### src/rtl/sha1_pkg.sv
// Shared SHA-1 constants, FSM state type and round helper functions
// used by the multi-block compression engine.
package sha1_pkg;

  // Packed so that IV[i] is Hi; H0 sits in the lowest slot.
  localparam logic [4:0][31:0] IV = {32'hC3D2E1F0, 32'h10325476, 32'h98BADCFE,
                                     32'hEFCDAB89, 32'h67452301};

  localparam logic [31:0] K0 = 32'h5A827999;
  localparam logic [31:0] K1 = 32'h6ED9EBA1;
  localparam logic [31:0] K2 = 32'h8F1BBCDC;
  localparam logic [31:0] K3 = 32'hCA62C1D6;

  typedef enum logic [1:0] {
    IDLE   = 2'd0,
    ROUND  = 2'd1,
    UPDATE = 2'd2
  } state_t;

  function automatic logic [31:0] rotl(input logic [31:0] x, input logic [4:0] n);
    return (x << n) | (x >> (6'd32 - {1'b0, n}));
  endfunction

  function automatic logic [31:0] f(input logic [6:0] round, input logic [31:0] b,
                                    input logic [31:0] c, input logic [31:0] d);
    if (round < 7'd20) begin
      return (b & c) | (~b & d);
    end else if (round < 7'd40) begin
      return b ^ c ^ d;
    end else if (round < 7'd60) begin
      return (b & c) | (b & d) | (c & d);
    end else begin
      return b ^ c ^ d;
    end
  endfunction

  function automatic logic [31:0] k_of(input logic [6:0] round);
    if (round < 7'd20) begin
      return K0;
    end else if (round < 7'd40) begin
      return K1;
    end else if (round < 7'd60) begin
      return K2;
    end else begin
      return K3;
    end
  endfunction

endpackage

### src/rtl/sha1_round.sv
// One combinational SHA-1 round: takes the working variables, the
// schedule word and the round number, and produces the next a..e.
module sha1_round
  import sha1_pkg::*;
(
  input  logic [31:0] a,
  input  logic [31:0] b,
  input  logic [31:0] c,
  input  logic [31:0] d,
  input  logic [31:0] e,
  input  logic [31:0] w,
  input  logic [6:0]  t,
  output logic [31:0] next_a,
  output logic [31:0] next_b,
  output logic [31:0] next_c,
  output logic [31:0] next_d,
  output logic [31:0] next_e
);

  logic [31:0] temp;

  assign temp   = rotl(a, 5'd5) + f(t, b, c, d) + e + k_of(t) + w;
  assign next_a = temp;
  assign next_b = a;
  assign next_c = rotl(b, 5'd30);
  assign next_d = c;
  assign next_e = d;

endmodule

### src/rtl/sha1_multiblock.sv
// Multi-block SHA-1 engine: accepts pre-padded 512-bit blocks, runs UNROLL
// rounds per clock from a rolling 16-word schedule, and chains the hash.
module sha1_multiblock
  import sha1_pkg::*;
#(
  parameter int UNROLL    = 1,
  parameter int IDX_WIDTH = 6
) (
  input  logic               clk,
  input  logic               reset,
  input  logic               on,
  input  logic               block_valid,
  output logic               block_ready,
  input  logic               block_first,
  input  logic [511:0]       block_in,
  output logic [159:0]       digest,
  output logic               digest_valid,
  output logic               busy,
  output logic [IDX_WIDTH:0] idx
);

  if (!(UNROLL == 1 || UNROLL == 2 || UNROLL == 4 || UNROLL == 5)) begin : g_bad_unroll
    $error("sha1_multiblock: UNROLL must be 1, 2, 4 or 5");
  end
  if (IDX_WIDTH < 6) begin : g_bad_idx
    $error("sha1_multiblock: IDX_WIDTH must be at least 6");
  end

  localparam int IW = IDX_WIDTH + 1;
  localparam logic [IW-1:0] LAST_IDX = IW'(80 - UNROLL);
  localparam logic [IW-1:0] STEP     = IW'(UNROLL);

  state_t            state, state_next;
  logic [4:0][31:0]  h, chain, work;
  logic [31:0]       wbuf  [16];
  logic [31:0]       wnext [16];
  logic [31:0]       w_rnd [UNROLL];
  logic [IW-1:0]     rnd_idx;
  logic              handshake;
  logic [31:0]       ra [UNROLL+1];
  logic [31:0]       rb [UNROLL+1];
  logic [31:0]       rc [UNROLL+1];
  logic [31:0]       rd [UNROLL+1];
  logic [31:0]       re [UNROLL+1];

  assign block_ready = (state == IDLE) && on && !reset;
  assign handshake   = block_valid && block_ready;
  assign busy        = (state == ROUND);
  assign idx         = busy ? rnd_idx : {IW{1'b0}};
  assign digest      = {h[0], h[1], h[2], h[3], h[4]};

  // Next-state logic; dropping the enable abandons the block from any state.
  always_comb begin
    state_next = state;
    if (!on) begin
      state_next = IDLE;
    end else begin
      case (state)
        IDLE: begin
          if (handshake) state_next = ROUND;
          else           state_next = IDLE;
        end
        ROUND: begin
          if (rnd_idx == LAST_IDX) state_next = UPDATE;
          else                     state_next = ROUND;
        end
        UPDATE:  state_next = IDLE;
        default: state_next = IDLE;
      endcase
    end
  end

  // State register.
  always_ff @(posedge clk) begin
    if (reset) state <= IDLE;
    else       state <= state_next;
  end

  // Schedule expansion for this cycle's rounds; later words may depend on
  // words produced earlier in the same cycle, so the buffer is updated in order.
  always_comb begin
    logic [3:0]    t4;
    logic [IW-1:0] tfull;
    wnext = wbuf;
    w_rnd = '{default: 32'h0};
    t4    = 4'd0;
    tfull = {IW{1'b0}};
    for (int j = 0; j < UNROLL; j++) begin
      tfull = rnd_idx + IW'(j);
      t4    = tfull[3:0];
      if (tfull >= IW'(16)) begin
        wnext[t4] = rotl(wnext[t4 - 4'd3] ^ wnext[t4 - 4'd8] ^
                         wnext[t4 - 4'd14] ^ wnext[t4], 5'd1);
      end else begin
        wnext[t4] = wnext[t4];
      end
      w_rnd[j] = wnext[t4];
    end
  end

  assign ra[0] = work[0];
  assign rb[0] = work[1];
  assign rc[0] = work[2];
  assign rd[0] = work[3];
  assign re[0] = work[4];

  for (genvar j = 0; j < UNROLL; j++) begin : g_round
    sha1_round u_round (
      .a      (ra[j]),
      .b      (rb[j]),
      .c      (rc[j]),
      .d      (rd[j]),
      .e      (re[j]),
      .w      (w_rnd[j]),
      .t      (7'(rnd_idx + IW'(j))),
      .next_a (ra[j+1]),
      .next_b (rb[j+1]),
      .next_c (rc[j+1]),
      .next_d (rd[j+1]),
      .next_e (re[j+1])
    );
  end

  // Datapath: block load, round updates, chaining-value update and digest flag.
  always_ff @(posedge clk) begin
    if (reset) begin
      h            <= IV;
      chain        <= IV;
      work         <= IV;
      wbuf         <= '{default: 32'h0};
      rnd_idx      <= {IW{1'b0}};
      digest_valid <= 1'b0;
    end else if (!on) begin
      rnd_idx      <= {IW{1'b0}};
      digest_valid <= 1'b0;
    end else begin
      case (state)
        IDLE: begin
          if (handshake) begin
            for (int i = 0; i < 16; i++) wbuf[i] <= block_in[511-32*i -: 32];
            chain        <= block_first ? IV : h;
            work         <= block_first ? IV : h;
            rnd_idx      <= {IW{1'b0}};
            digest_valid <= 1'b0;
          end
        end
        ROUND: begin
          work[0] <= ra[UNROLL];
          work[1] <= rb[UNROLL];
          work[2] <= rc[UNROLL];
          work[3] <= rd[UNROLL];
          work[4] <= re[UNROLL];
          wbuf    <= wnext;
          rnd_idx <= rnd_idx + STEP;
        end
        UPDATE: begin
          for (int i = 0; i < 5; i++) h[i] <= chain[i] + work[i];
          digest_valid <= 1'b1;
          rnd_idx      <= {IW{1'b0}};
        end
        default: rnd_idx <= {IW{1'b0}};
      endcase
    end
  end

endmodule

### config.mk
export PLATFORM = sky130hd
export DESIGN_NAME = sha1_multiblock
export DESIGN_NICKNAME = d
export VERILOG_FILES = /design/src/rtl/sha1_pkg.sv /design/src/rtl/sha1_round.sv /design/src/rtl/sha1_multiblock.sv
export SDC_FILE = /design/constraint.sdc
export NUM_CORES = 2
export LEC_CHECK = 0
export CELL_PAD_IN_SITES_DETAIL_PLACEMENT = 0
export CELL_PAD_IN_SITES_GLOBAL_PLACEMENT = 1
export CORE_MARGIN = 2
export CORE_UTILIZATION = 45
export DETAILED_ROUTE_END_ITERATION = 7
export PLACE_DENSITY = 0.83
export SYNTH_ARGS = -nofsm -noshare
export SYNTH_HDL_FRONTEND = slang
export SYNTH_HIERARCHICAL = 1
export SYNTH_SLANG_ARGS = --single-unit
### constraint.sdc
create_clock -name clk -period 11.41 [get_ports clk]
set_input_delay 2.282 -clock clk [delete_from_list [all_inputs] [get_ports clk]]
set_output_delay 2.282 -clock clk [all_outputs]
set_load 0.02 [all_outputs]
=== Word level (Yosys, flattened, before mapping) ===
Cells that the tools add are included.

* Add/subtract/negate cells: 13
* Order comparisons: 9
* Equal/unequal tests: 4
* Muxes and demuxes: 39
* Bitwise logic cells: 21
* Reduce and logical (&&, ||, !) cells: 13

{| class="wikitable"
|+ Operators with widths
! cell !! count
|-
| 512-bit bitwise mux || 2
|-
| 512-bit two-way mux || 2
|-
| 512-bit case mux with 2 select lines || 1
|-
| 32-bit binary-select mux with 4-bit select || 5
|-
| 32-bit two-way mux || 16
|-
| 160-bit two-way mux || 2
|-
| 160-bit case mux with 2 select lines || 1
|-
| 32-bit adder || 9
|-
| 32-bit bitwise XOR || 5
|-
| 32-bit AND || 4
|-
| 32-bit demux with 4-bit select || 1
|-
| 32-bit bitwise OR || 3
|-
| 32-bit NOT || 1
|-
| 32-bit by 1-bit bitwise OR with 32-bit output || 1
|-
| 32-bit by 30-bit bitwise OR with 32-bit output || 1
|-
| 32-bit by 5-bit bitwise OR with 32-bit output || 1
|-
| 31-bit two-way mux || 1
|-
| 5-bit >= comparator, second input constant || 4
|-
| 4-bit NOT with 5-bit output || 4
|-
| 7-bit by 6-bit less-than comparator with 1-bit output, second input constant || 2
|-
| 7-bit two-way mux || 2
|-
| 7-bit case mux with 2 select lines || 1
|-
| 4-bit subtractor, second input constant || 2
|-
| 7-bit by 1-bit adder with 7-bit output, second input constant || 1
|-
| 20 further kinds || 27
|}

* Flip-flop bits (word level): 1,002
* Output and inout port bits: 170
* Logic and storage cells: 133

=== Longest topological paths before layout ===
* Depth after elaboration: 16
* Depth in mapped cells: 42
* Mapped depth without buffers: 30

=== By module ===
Netlist, hierarchy kept.

{| class="wikitable"
|+ By module, submodules not included
! module !! instances !! cells an instance !! area an instance (µm²)
|-
| sha1_multiblock || 1 || 8,838 || 70,203.6
|-
| sha1_round || 1 || 847 || 6,757.7
|}

=== Worst setup path after synthesis ===
No wires, ideal clock.

* Path type: register to register
* Start point: register rnd_idx[1]
* End point: register work, in the netlist ra[63]
* Data arrival time: 8.987 ns
* Required time: 11.278 ns
* Setup slack: 2.291 ns
* Cell stages (with the launch flop): 41
* Period minus slack after synthesis: 9.119 ns
* Cells stage by stage: dfxtp_1 buf_2 buf_2 inv_2 buf_2 buf_2 buf_2 buf_2 buf_2 buf_2 clkbuf_1 ha_1 buf_2 buf_1 clkbuf_1 mux4_2 mux4_2 xor2_1 (+5 left out) a311o_1 fa_1 inv_1 fa_1 fa_1 inv_1 ha_1 inv_1 fa_1 nor2b_1 o31a_1 o31a_1 a21o_1 a41o_1 a41oi_2 xnor2_1 a211oi_1 nor3_1

{| class="wikitable"
|+ RTL lines
! element !! RTL line !! source
|-
| start, declared || sha1_multiblock.sv:38 || <nowiki>logic [IW-1:0] rnd_idx;</nowiki>
|-
| start signal, assigned || sha1_multiblock.sv:131 || <nowiki>rnd_idx <= {IW{1'b0}};</nowiki>
|-
| start signal, assigned || sha1_multiblock.sv:134 || <nowiki>rnd_idx <= {IW{1'b0}};</nowiki>
|-
| start signal, assigned || sha1_multiblock.sv:143 || <nowiki>rnd_idx <= {IW{1'b0}};</nowiki>
|-
| end signal, assigned || sha1_multiblock.sv:142 || <nowiki>work <= block_first ? IV : h;</nowiki>
|-
| end, declared || sha1_multiblock.sv:34 || <nowiki>logic [4:0][31:0] h, chain, work;</nowiki>
|}

==> results.md <==
- #FFs+latches synth: ~1000
- Status: finished with violations
- Async set-reset flop share out of synthesis: 0%
- Pre-antenna DRT Iters: 8
- Starting density of the core: 45.36%
- Clock power frac: 34.3%
- Register area share after synthesis: 26.06%
- Worst-Margin Slew: 1.420 ns
- Slew margin rel.: under 10%
- DRT Wirelength: 489.9 mm
- Cts hold-fix bufs: 0
- CP most frequent cell: fa_1
- Clock latency on the worst-skew pair: between 0.8 and 0.9 ns
- Crit path kind: flop to flop
- All-Layer GR Usage: 55.26%
- Ratio of final minimum period to clock period: roughly nine tenths
- Drt via density: roughly 7.3
- Post-synth top area share: 26.06%
- Syn nets: ~11000
- Power Internal: 7431 uW
- Buffers on Ports: 686
- Crit-path max FO: 40
- First-pass GRT wire length: 674.7 mm
- Die area: 174300 sq um
- Post-DRT Antenna Nets: 0
- List of most frequent post-synthesis cells: nand2_1 (1209), o21ai_0 (1060), dfxtp_1 (1002)
- Area occupied by multi-input gates: 51440 sq um
- Maxcap violations: 0
- Final Cell Area: 88810 sq um
- Resized cells post-CTS: 0
- Layout Nets: 10560
- Synth-to-Final Area Change: 15.39%
- # DRC: 30
- CTS clk-pin slew, worst paths: ~0.070 ns
- Part of the power in registers: 34.4%
- RSZ-0062 raised after global routing: no
- Switch Pwr: 4742 uW
- Die Y: 417.6 um
- CTS buffer count: 116
- Synthesized area: 76960 sq um
- Core area: 169700 sq um
- Post-DR wirelength/cell: 40.48 um
- WP data required: around 12 ns
- Switching part of the total: 38.95%
- PwrDens: 137.1 nW/um^2
- Initial antenna violation count: 66
- CTS H-tree depth: 3
- Final Max Tran Viols: 0
- Fill count: roughly 16000
- Max clock buf depth: 3
- Combinational share of power: 31.3%
- FF-to-FF End: ra[63]
- CTS Root Cell: clkbuf_16
- Cell Rows: 151
- Post-DP Area: 84230 sq um
- EDFF count, synth: 0
- GRT Residual Overflow: 0
- Top Ports: 687
- Post-synth cell types: 95
- Crit path largest cell delay: 0.79 ns
- Post-Route Setup TNS: 0 ns
- P_leak: ~0.033 uW
- Routed vias: slightly below 90000
- Critical Path AT: 11.08 ns
- Hold Fails Final Rpt: 0
- Final Setup Violations: 0
- Worst path slowest cell: a22o_1
- Hold depth: 2
- Starting DRT DRC Count: around 15000
- Synth warn: 6
- Hold Crit Class: flop to flop
- Internal reg-to-reg setup slack: about 1 ns
- Largest net degree at the start of global routing: just under 200
- Fmax: 96.29 MHz
- Endpoint type of the worst setup path: flop
- Post-CTS setup buffers: 0
- R2r worst-path depth: 28
- Syn Inst Count: 9685
- DP Wirelength: ~340 mm
- Die W: around 420 um
- Hold path endpoint: digest[51]
- VDD IR max: 0.1390 mV
- Vias in the first global route: 82100
- Register area: 20070 sq um
- Count leader, synth: nand2_1
- Post-synth top flop: dfxtp_1
- Top cell type by total area after synthesis: dfxtp_1
- Hold Path Origin: digest[51]
- Worst reg2reg startpoint: rnd_idx[1]
- Syn Area/Cell: 7.946 sq um
- Startpoint types: flop
- Period minus WS final: 10.39 ns
- Routability cong.: around 1.1
- Violated checks: design-rule violations
- Layout cells sized above 1: 10.13%
- Clock sink count: 1002
- CTS tree: built
- Top post-synthesis cells by area: dfxtp_1 (26%), mux4_2 (12%), o21ai_0 (6.9%), a21oi_1 (6.5%), nand2_1 (5.9%)
- Clock skew: 0.07046 ns
kinds of logic after synthesis:
kind of cell	count (synthesis)	share of synthesized area, %
and+or+nand+nor	2790	15.80
buffers and inverters	1302	7.604
muxes	636	15.16
adders and majority gates	323	6.392
xor gates and xnor gates	310	3.538
AOI/OAI and AO/OA	3322	25.44
DFF	1002	26.06
cells in the final DEF (no fill, tap or decap), drive strengths merged, types with 59 or more instances in the layout:
cell type / n
nand2: 1210
o21ai: 1070
dfxtp: 1002
a21oi: 1000
nor2: 845
clkdlybuf4s50: 684
mux4: 420
o22ai: 336
inv: 286
buf: 261
o211ai: 250
mux2i: 206
ha: 206
xnor2: 198
nand3: 191
nor3b: 170
clkbuf: 155
a211oi: 147
nor3: 134
fa: 117
xor2: 112
a31oi: 96
a21o: 88
diode: 59
cell type report:
class / count / share of cell area, %
multi-input cells: 7381 / 57.92
flip-flops and latches: 1002 / 22.60
repair buffers: 945 / 10.32
clock buffers: 155 / 3.625
well taps: 2218 / 3.125
inverters: 277 / 1.193
clock inverters: 65 / 1.040
diodes: 59 / 0.1662
how the worst max path moves through the flow:
stage	from	end	slack, ns
floorplan	rnd_idx[1]	ra[63]	2.29
global placement	rnd_idx[1]	ra[60]	1.73
detailed placement	rnd_idx[1]	ra[60]	1.70
CTS	rnd_idx[1]	ra[60]	1.63
global route	rnd_idx[2]	ra[60]	1.0
finish	rnd_idx[1]	ra[63]	1.02
sequential cells by signal, indices dropped and copies added (netlist names), 32 cells and up:
signal	cells
rb	32
wbuf	512
chain	160
rd	32
digest	160
re	32
ra	32
rc	32
critical path: cells and delay by family (launching register included):
kind / cells / cell delay, ns
DFF: 1 / 0.70
xor gates and xnor gates: 2 / 0.29
AOI/OAI and AO/OA: 11 / 3.08
muxes: 3 / 1.75
and+or+nand+nor: 3 / 0.87
buffers and inverters: 4 / 0.85
adders and majority gates: 5 / 2.55
per-layer routing:
metal  up-vias  share of wire, %  global-route usage [%]
li1      35220                 -                       -
met3      2941                13                   26.54
met1     42400                31                   54.61
met4        34                15                   60.28
met2      7570                42                   80.92
met5         -              0.14                   2.779
power groups by stage:
stage                     clock [uW]  sequential [uW]  combinational, uW
final                           4180             4190               3810
after global routing            4290             4140               3990
after CTS                       4140             4110               3560
after detailed placement           0             4190               3540
after global placement             0             4190               3540
after floorplan                    0             3900               2290
through the flow:
stage | hold WS [ns] | cells | utilization, % | power, uW | setup WS [ns]
3_3_place_gp | 0.4623 | 11810 | 49.65 | 7722 | 1.729
2_1_floorplan | 0.4590 | 9685 | - | 6189 | 2.291
4_1_cts | 0.4835 | 12030 | 52.09 | 11820 | 1.626
5_1_grt | 0.5016 | 12050 | 52.27 | 12430 | 0.9977
3_5_place_dp | 0.4719 | 11810 | 49.65 | 7722 | 1.699
6_report | 0.4804 | 12100 | 52.35 | 12170 | 1.025
Note: power is estimated with default switching activity, not from simulation.
